--- config.mk ---
export PLATFORM = sky130hd
export DESIGN_NAME = gamepad_pmod_emulator
export DESIGN_NICKNAME = d
export VERILOG_FILES = /design/src/rtl/gamepad_pmod_emulator.sv
export SDC_FILE = /design/constraint.sdc
export NUM_CORES = 1
export LEC_CHECK = 0
export CAP_MARGIN = 5
export CORE_MARGIN = 2
export CORE_UTILIZATION = 50
export CTS_CLUSTER_DIAMETER = 80
export DETAILED_ROUTE_END_ITERATION = 12
export GPL_TIMING_DRIVEN = 0
export PLACE_DENSITY = 0.77
export SYNTH_ARGS = -nofsm -noshare
export SYNTH_HDL_FRONTEND = slang
export SYNTH_SLANG_ARGS = --single-unit
--- constraint.sdc ---
create_clock -name clk -period 5.7 [get_ports clk]
set_input_delay 1.425 -clock clk [delete_from_list [all_inputs] [get_ports clk]]
set_output_delay 1.425 -clock clk [all_outputs]
set_load 0.005 [all_outputs]
--- src/rtl/gamepad_pmod_emulator.sv ---
// Gamepad Pmod transmitter: serialises a button word into data/clk/latch frames
// on a valid/ready request, for loopback self-test and simulated controllers.
module gamepad_pmod_emulator #(
    parameter int unsigned BIT_WIDTH   = 12,
    parameter int unsigned HALF_PERIOD = 4
) (
    input  logic                 clk,
    input  logic                 rst,
    input  logic [BIT_WIDTH-1:0] in_data,
    input  logic                 in_valid,
    output logic                 in_ready,
    output logic                 busy,
    output logic                 frame_done,
    output logic                 pmod_data,
    output logic                 pmod_clk,
    output logic                 pmod_latch
);
    localparam int unsigned DIV_W = $clog2(HALF_PERIOD);
    localparam int unsigned BIT_W = $clog2(BIT_WIDTH + 1);
    localparam logic [DIV_W-1:0] DIV_LAST = DIV_W'(HALF_PERIOD - 1);
    localparam logic [BIT_W-1:0] BIT_LAST = BIT_W'(BIT_WIDTH);

    typedef enum logic [2:0] {
        S_IDLE,
        S_CLK_HI,
        S_CLK_LO,
        S_LATCH,
        S_GAP
    } state_e;

    state_e               state_q, state_d;
    logic [DIV_W-1:0]     div_q, div_d;
    logic [BIT_W-1:0]     bit_q, bit_d;
    logic [BIT_WIDTH-1:0] shift_q, shift_d;
    logic                 pmod_data_q, pmod_data_d;
    logic                 pmod_clk_q, pmod_clk_d;
    logic                 pmod_latch_q, pmod_latch_d;
    logic                 done_q, done_d;
    logic                 busy_q, busy_d;
    logic                 div_last;
    logic [BIT_W-1:0]     bit_inc;

    always_ff @(posedge clk or posedge rst) begin
        if (rst) begin
            state_q      <= S_IDLE;
            div_q        <= '0;
            bit_q        <= '0;
            shift_q      <= '0;
            pmod_data_q  <= 1'b0;
            pmod_clk_q   <= 1'b0;
            pmod_latch_q <= 1'b0;
            done_q       <= 1'b0;
            busy_q       <= 1'b0;
        end else begin
            state_q      <= state_d;
            div_q        <= div_d;
            bit_q        <= bit_d;
            shift_q      <= shift_d;
            pmod_data_q  <= pmod_data_d;
            pmod_clk_q   <= pmod_clk_d;
            pmod_latch_q <= pmod_latch_d;
            done_q       <= done_d;
            busy_q       <= busy_d;
        end
    end

    // Next state; outputs are derived from the next state so they change with it.
    always_comb begin
        state_d  = state_q;
        div_d    = div_q;
        bit_d    = bit_q;
        shift_d  = shift_q;
        div_last = (div_q == DIV_LAST);
        bit_inc  = bit_q + BIT_W'(1);

        if (state_q != S_IDLE) begin
            div_d = div_last ? '0 : div_q + DIV_W'(1);
        end

        case (state_q)
            S_IDLE: begin
                if (in_valid) begin
                    shift_d = in_data;
                    bit_d   = '0;
                    div_d   = '0;
                    state_d = S_CLK_HI;
                end
            end
            S_CLK_HI: begin
                if (div_last) state_d = S_CLK_LO;
            end
            S_CLK_LO: begin
                if (div_last) begin
                    shift_d = {shift_q[BIT_WIDTH-2:0], 1'b0};
                    bit_d   = bit_inc;
                    state_d = (bit_inc == BIT_LAST) ? S_LATCH : S_CLK_HI;
                end
            end
            S_LATCH: begin
                if (div_last) state_d = S_GAP;
            end
            S_GAP: begin
                if (div_last) state_d = S_IDLE;
            end
            default: state_d = S_IDLE;
        endcase

        // Data follows the MSB only while a bit is on the wire; shift happens as CLK_LO exits.
        pmod_clk_d   = (state_d == S_CLK_HI);
        pmod_latch_d = (state_d == S_LATCH);
        pmod_data_d  = ((state_d == S_CLK_HI) || (state_d == S_CLK_LO)) && shift_d[BIT_WIDTH-1];
        done_d       = (state_d == S_GAP) && (div_d == DIV_LAST);
        busy_d       = (state_d != S_IDLE);
    end

    assign in_ready   = (state_q == S_IDLE);
    assign busy       = busy_q;
    assign frame_done = done_q;
    assign pmod_data  = pmod_data_q;
    assign pmod_clk   = pmod_clk_q;
    assign pmod_latch = pmod_latch_q;

endmodule

==> results.cfg, run 1 <==
[timing]
drv_slew = 0
relSlewSlack = 0.3737
rsz0062_at_grt = no
max_freq_mhz = 321.6
fin_crit_sh = 0.5455
hold_viol = 0
setup_violations = 0
fin_ws_ns = 2.591
fin_worst_skew_ns = 0.003396
worst_slew_pin_slew_ns = 0.9384
fin_setup_tns_ns = 0
fin_crit_ns = 3.109

[floorplan]
start_util = 0.5283
die_w_um = 52.35
coreArea_mm2 = 0.002212
dieArea_mm2 = 0.002740
die_h_um = 52.35
rows = 17
io_pins = 21

[synthesis]
synth.cell_area_mm2 = 0.001169
synth_xor_area_frac = 0.007495
synth_edf_count = 0
synth_compound_gate_area_share = 0.1660
ys.warnings.count = 0
synth_cells = 107
ys_seq_area_frac = 0.5567
syn_nets = 124
async_flop_share = 1.000
synth_top_flop_cell = dfrtp_1
synth.area.top_cells = dfrtp_1 56%, a222oi_1 9.4%, inv_1 4.8%
yosys-mux-area-fraction = 0.01820
synth_cell_type_count = 29
synth_top_family_by_area = compound AO/OA/AOI/OAI gates
synthAdderAreaFrac = 0.02141
ys_seq_elements = 26
yosysTopAreaCellShare = 0.5567
avgSynthCellArea_um2 = 10.92
synth_simple_gate_area_frac = 0.1328
netlist.top_cell.by_area = dfrtp_1

[placement]
gp_congestion = 0.7979
placed_cells = 155
dp_slack_ns = 2.452
io_buffers = 20
hpwlAfterDp_um = 1528

[grt]
grt.overflow.total = 0
antenna_found_initial = 0
grt_max_degree = 27
gr-usage-all-layers = 0.1783
grt_first_pass_wirelength_um = 3512
grt_pass1_vias = 802

[clock_network]
clk_pin_slew_ns = 0.13
cts_tree = done
cts_hold_buf = 0
cts-resized-gates = 0
numCtsBuffers = 3
clock-sinks = 26
post_cts_buffers = 0
clockBufferDepth = 2
clockRootBuffer = clkbuf_4
clk_latency_ns = 0.32
h-tree-depth = 1

[pwr]
p_comb_frac = 0.413
powerDensity_mw_per_mm2 = 464.5
ir_drop_mv = 0.2568
power_uw = 668.9
internal_power_uw = 441.0
pwr-share-seq = 0.448
p_leak_uw = 0.0006701
p_clk_frac = 0.139
netSwitchingFraction = 0.3406
netSwitchingPower_uw = 227.9

[run_status]
outcome = complete, no violations

[final_layout]
drive_above_1_share = 0.07634
nNetsFinal = 149
final_cell_mix = 26 x dfrtp_1, 20 x clkdlybuf4s50_1, 15 x inv_1
num_antenna_cells = 0
stdcell_count = 159
post-route-util = 0.6510
final_common_cell = dfrtp_1
syn_to_final_growth_pct = 23.23

[setup_path]
crit_path_end_kind = output port
crit_arrival_ns = 1.68
cp.required_ns = 4.28
crit_fanout = 10
crit_type = flop to output port
start_kind = flop

[drt]
wl_per_cell_um = 13.28
routed_via_density = 5.629
final_antenna_net_count = 0
vias = 895
wirelength_um = 2111
drtIter0Drc = 44
drc = 0
drt_first_pass_iters = 6

[min_path]
hold_path_class = flop to flop

[flow_run]
maxCapViolCount = 0
[worst paths after layout]
check	cells after the start	slack, ns	to	start
setup / recovery	3	2.59	in_ready	state_q[1]
min in group asynchronous	2	1.59	shift_q[0]	rst
setup reg to reg	7	3.72	pmod_data	div_q[0]
hold reg to reg	2	0.51	shift_q[9]	shift_q[8]
hold / removal	2	0.51	shift_q[9]	shift_q[8]
max in group asynchronous	2	3.54	busy	rst
[layer usage]
| layer | vias to the layer above | GRT usage | routed length [um] | part of all wire |
|---|---|---|---|---|
| met4 | 0 | 0.08974 | 14 | 0.0066 |
| met5 | - | 0 | 0 | 0 |
| met2 | 19 | 0.3208 | 1103 | 0.52 |
| li1 | 440 | - | - | - |
| met1 | 434 | 0.1974 | 914 | 0.43 |
| met3 | 2 | 0.03429 | 79 | 0.037 |
[critical path: stages (launching register included)]
cell and delay [ns]:
dfrtp_1 0.40, buf_6 0.14, nor3_2 0.26, clkdlybuf4s50_1 0.57
[cells in the mapped netlist, types with 2 or more instances]
master / instances
dfrtp_1: 26
inv_1: 15
a222oi_1: 11
nor2_1: 7
nand2_1: 5
o21ai_0: 5
clkbuf_1: 4
nor3_1: 4
a22o_1: 3
nand3_1: 3
a21oi_1: 2
buf_6: 2
ha_1: 2
nand3b_1: 2
o31ai_1: 2
[kinds of logic (layout without fill, tap and decap cells)]
| logic type | Yosys count | after routing |
|---|---|---|
| muxes | 2 | 2 |
| AOI/OAI and AO/OA | 24 | 24 |
| xor gates and xnor gates | 1 | 1 |
| buffers and inverters | 23 | 47 |
| and+or+nand+nor | 29 | 29 |
| DFF | 26 | 26 |
| adders and majority gates | 2 | 2 |
[per-stage QoR]
| step | hold slack [ns] | cell area, um^2 |
|---|---|---|
| 6_report | 0.5087 | 1440 |
| 5_1_grt | 0.5282 | 1440 |
| 4_1_cts | 0.5102 | 1440 |
| 3_5_place_dp | 0.4783 | 1404 |
| 3_3_place_gp | 0.4712 | 1404 |
| 2_1_floorplan | 0.4551 | 1169 |
[state kept, by name, indices dropped and copies added, names as in the netlist]
register    flops
shift_q        12
bit_q           4
state_q         3
div_q           2
busy            1
frame_done      1
pmod_clk        1
pmod_data       1
pmod_latch      1
[final cells by class]
type	count	area, um^2
Tap cell	28	35.03
Inverter	15	56.30
Buffer	8	57.56
Fill cell	200	772.0
Multi-Input combinational cell	58	404.1
Clock buffer	4	36.28
Sequential cell	26	650.6
Timing Repair Buffer	20	200.2
[power groups by stage]
stage / logic (uW) / registers [uW] / clock network [uW]
2_1_floorplan: 199 / 294 / 0
3_3_place_gp: 269 / 300 / 0
3_5_place_dp: 279 / 303 / 0
4_1_cts: 281 / 300 / 95.0
5_1_grt: 312 / 308 / 101
6_report: 276 / 300 / 92.7
Power figures use the tool's default switching activity.
==> run 2: changes to the inputs <==
clock period = 3 ns   (was 5.7 ns; I/O delays follow)
==> results of run 2 <==
The final DEF is identical to that of run 1. Status: complete, no violations.
Main changes from that run: setup slack after placement 2.452 ns -> 0.4274 ns; setup slack after layout 2.591 ns -> 0.5655 ns; register-to-register setup slack 3.72 ns -> 1.02 ns; total power 668.9 uW -> 1271 uW; worst IR drop on VDD 0.2568 mV -> 0.4878 mV
==> variant 1 (flow settings as in run 2) <==
Encoding of `state_e`: now one-hot (5 bits for 5 states).
--- a/src/rtl/gamepad_pmod_emulator.sv
+++ b/src/rtl/gamepad_pmod_emulator.sv
@@ -20,12 +20,12 @@
     localparam logic [DIV_W-1:0] DIV_LAST = DIV_W'(HALF_PERIOD - 1);
     localparam logic [BIT_W-1:0] BIT_LAST = BIT_W'(BIT_WIDTH);
 
-    typedef enum logic [2:0] {
-        S_IDLE,
-        S_CLK_HI,
-        S_CLK_LO,
-        S_LATCH,
-        S_GAP
+    typedef enum logic [4:0] {
+        S_IDLE   = 5'b00001,
+        S_CLK_HI = 5'b00010,
+        S_CLK_LO = 5'b00100,
+        S_LATCH  = 5'b01000,
+        S_GAP    = 5'b10000
     } state_e;
 
     state_e               state_q, state_d;
Behaviour: no difference found for any inputs over 10 cycles, from zero or initial values and one cycle with rst high; not proved beyond that.
==> variant 1 against run 2 <==
Area after synthesis increased by 22%. Design area increased by 18%. Die area increased by 20%. Sequential cell count increased by 2. Fmax decreased by 14%. Sequential power decreased by 0.7%. First-iteration DRC count decreased by 27%. Wire length increased by 37%. Power increased by 6.1%. Register-to-register slack got worse by 50 ps. Final cell count increased by 12%. Setup slack got worse by 400 ps. Count of clock-buffer cells in the layout unchanged. Largest cell class unchanged. Largest power group is now combinational logic. Highest routed layer unchanged.
==> variant 1: results (changes against run 2) <==
synth_area_leaders: "dfrtp_1 (48%), a22oi_1 (5.8%), o2bb2ai_1 (5.5%), a22o_1 (2.5%), buf_6 (2.4%)"
synth_common_cells: "dfrtp_1 (27), a22oi_1 (11), o2bb2ai_1 (9), nor2_1 (8)"
inv_count: 4  # -11
nNonClkBuffers: 29  # +3.6%
critPathMaxFanout: 9  # -1
syn_nets: 140  # +13%
crit_arrival_ps: 2080  # +400 ps
port_buffers: 20  # unchanged
routed_wl_mm: 2.90  # +37%
firstDrtPassIters: 4  # -2
dpl.hpwl_mm: 2.07  # +35%
min_path_cells: 1  # -1
clkTransAtPathRegs_ps: 150  # +20 ps
grt_pass1_vias: 1034  # +29%
grt_use_met2_pct: 30.0  # -2.0 points
drive_gt1_share_pct: 17.7  # +10 points
met2_length_mm: 1.45  # +31%
viasPerCell: 6.06  # +7.7%
synth_seq_cells: 28  # +7.7%
first_iter_violations: 32  # -27%
multi_input_area_share_pct: 37.1  # +9.1 points
worstReg2RegEnd: "shift_q[4]"
top_regs: "shift_q: 12 flops, state_q: 5 flops, bit_q: 4 flops"
wl_met1_mm: 1.30  # +42%
fillers: 230  # +15%
clock_area_share_pct: 2.13  # -0.39 points
ys_seq_area_share_pct: 49.4  # -6.3 points
final_nets: 165  # +11%
yosysUniqueCellTypes: 41  # +41%
intPower_uw: 888  # +6.0%
met1_usage_pct: 27.6  # +7.9 points
clock_skew_ps: 7.97  # +4.58 ps
r2r_setup_slack_ps: 970  # -50 ps
grt_max_degree: 29  # +7.4%
max-vdd-ir-drop_uv: 555  # +14%
leakage_nw: 0.749  # +12%
clock_path_buffers: 2  # unchanged
gp_congestion: 0.764  # -4.2%
cp-startpoint: "state_q[0]"
async_flop_share_pct: 100  # unchanged
hold_start: "shift_q[1]"
outcome: "finished clean"
grt_pass1_wl_mm: 4.93  # +40%
nClkBuffers: 4  # unchanged
route.met3.wl_um: 109  # +38%
ff_latch_area_um2: 702  # +7.9%
cts_inserted_buffers: 3  # unchanged
multi_input_cells: 82  # +41%
buf_share_pct: 16.2  # -1.7 points
grt_usage_pct: 19.3  # +1.5 points
min_to: "shift_q[1]"
==> variant 1: cell count changes in the layout (fill, tap and decap cells not counted), moves of 3 or more <==
cell,change
inv_1,-12
a222oi_1,-11
a22oi_1,+11
o2bb2ai_1,+9
clkbuf_1,-4
buf_2,+3
nand3_1,+3
nor3_1,-3
o21a_1,+3
o21ai_0,-3
==> variant 1: kinds of logic (layout without fill, tap and decap cells) <==
| logic type | count (synthesis) | in the layout | share of synthesized area (%) |
|---|---|---|---|
| AOI/OAI and AO/OA | 39 | 39 | 21.9 |
| adders and majority gates | 2 | 2 | 1.76 |
| DFF | 28 | 28 | 49.4 |
| and+or+nand+nor | 38 | 38 | 18.6 |
| muxes | 1 | 1 | 0.792 |
| buffers and inverters | 13 | 37 | 6.34 |
| xor gates and xnor gates | 2 | 2 | 1.23 |
==> variant 1: worst max-delay path: stages, from the launching register on <==
cell and delay (ps):
dfstp_2 550, buf_6 130, nor4b_4 290, nand2_2 150
inv_4 120, clkdlybuf4s50_1 500
==> variant 1: per-stage QoR <==
stage | worst slack [ps] | power [mW] | instance area [µm²] | hold WS (ps) | instances
after global placement | 486 | 1.14 | 1660 | 467 | 174
after CTS | 80.0 | 1.35 | 1700 | 500 | 178
final | 168 | 1.35 | 1700 | 507 | 178
after floorplan | 1120 | 0.997 | 1420 | 450 | 123
after global routing | 62.0 | 1.44 | 1700 | 536 | 178
after detailed placement | 470 | 1.16 | 1660 | 468 | 174
==> variant 1: power groups by stage <==
stage | Sequential [mW] | Combinational, mW | Clock [mW]
global route | 0.578 | 0.664 | 0.200
global placement | 0.571 | 0.569 | 0
floorplan | 0.563 | 0.435 | 0
CTS | 0.566 | 0.592 | 0.187
detailed placement | 0.572 | 0.592 | 0
finish | 0.566 | 0.600 | 0.183
==> variant 2 (flow settings as in run 2) <==
Made on the original files. Set the parameter `HALF_PERIOD` to 8 (it was 4).
--- a/src/rtl/gamepad_pmod_emulator.sv
+++ b/src/rtl/gamepad_pmod_emulator.sv
@@ -2,7 +2,7 @@
 // on a valid/ready request, for loopback self-test and simulated controllers.
 module gamepad_pmod_emulator #(
     parameter int unsigned BIT_WIDTH   = 12,
-    parameter int unsigned HALF_PERIOD = 4
+    parameter int unsigned HALF_PERIOD = 8
 ) (
     input  logic                 clk,
     input  logic                 rst,
Check against the original RTL: not equivalent (Yosys sat finds a counterexample within 10 cycles, from zero or initial values and one cycle with rst high).
==> variant 2 against run 2 <==
Wire length is 3.9% higher. Clock skew is 1.2 ps higher. Area after synthesis is 7.5% higher. Sequential cell count is 1 higher. Non-clock buffer count stayed put. Final cell count is 1.3% lower. Count of clock-buffer cells in the layout is 1 lower. Synthesized cell count is 3.7% lower. Design area is 5.8% higher. Setup slack worse by 110 ps. Critical endpoint unchanged. Largest cell class unchanged. Highest routed layer unchanged.
Power is not compared: it rests on default switching activity, and its combinational part moved more than twofold at a synthesized area within 25%.
==> variant 2: results (changes against run 2) <==
met2_length_mm: 1.09  # -1.0%
placed_area_um2: 1490  # +6.4%
synth_compound_area_share_pct: 17.9  # +1.3 points
die_w_um: 54.1  # +3.4%
wl_met1_um: 974  # +6.6%
multi_input_cells: 54  # -6.9%
nClkBuffers: 3  # -1
synth_area_leaders: "dfrtp_1 (54%), a222oi_1 (8.8%), inv_1 (4.2%), ha_1 (3.0%), buf_6 (2.7%)"
clock_skew_ps: 4.62  # +1.23 ps
yosysUniqueCellTypes: 34  # +17%
hold_start: "shift_q[0]"
syn_nets: 121  # -2.4%
ys_seq_area_share_pct: 53.8  # -1.9 points
cp-startpoint: "state_q[0]"
dpl.hpwl_mm: 1.57  # +2.5%
critPathMaxFanout: 9  # -1
outcome: "finished clean"
synth_mux_area_share_pct: 2.69  # +0.87 points
syn_to_final_growth_pct: 21.3
dpl.cell_count: 153  # -1.3%
clkTransAtPathRegs_ps: 150  # +20 ps
first_iter_violations: 36  # -18%
route.vias.total: 874  # -2.3%
multi_input_area_um2: 450  # +11%
grt_max_degree: 28  # +3.7%
crit_arrival_ps: 1800  # +120 ps
routed_wl_mm: 2.19  # +3.9%
## variant 2: report_power, final
group	leakage (nW)	switching (mW)	internal [mW]
logic	0.362	0.0144	0.0227
clock network	0.0139	0.111	0.0512
registers	0.331	0.00346	0.371
## variant 2: metal layers
metal	vias to the layer above	global-route usage [%]
li1	429	-
met1	422	19.5
met2	18	28.9
met3	5	2.50
met4	0	8.75
met5	-	0
## variant 2: path summary, 6_finish.rpt
| check | to | slack, ps | depth (start not counted) |
|---|---|---|---|
| max | in_ready | 450 | 3 |
| max reg2reg | shift_q[2] | 930 | 8 |
| max in group asynchronous | bit_q[3] | 1470 | 2 |
| min in group asynchronous | pmod_data | 930 | 2 |
| min | shift_q[1] | 510 | 2 |
| min reg2reg | shift_q[1] | 510 | 2 |
## variant 2: critical path: stages, from the launching register on
cell and delay, ps:
dfrtp_1 390, buf_4 160, nor3_2 350, clkdlybuf4s50_1 570
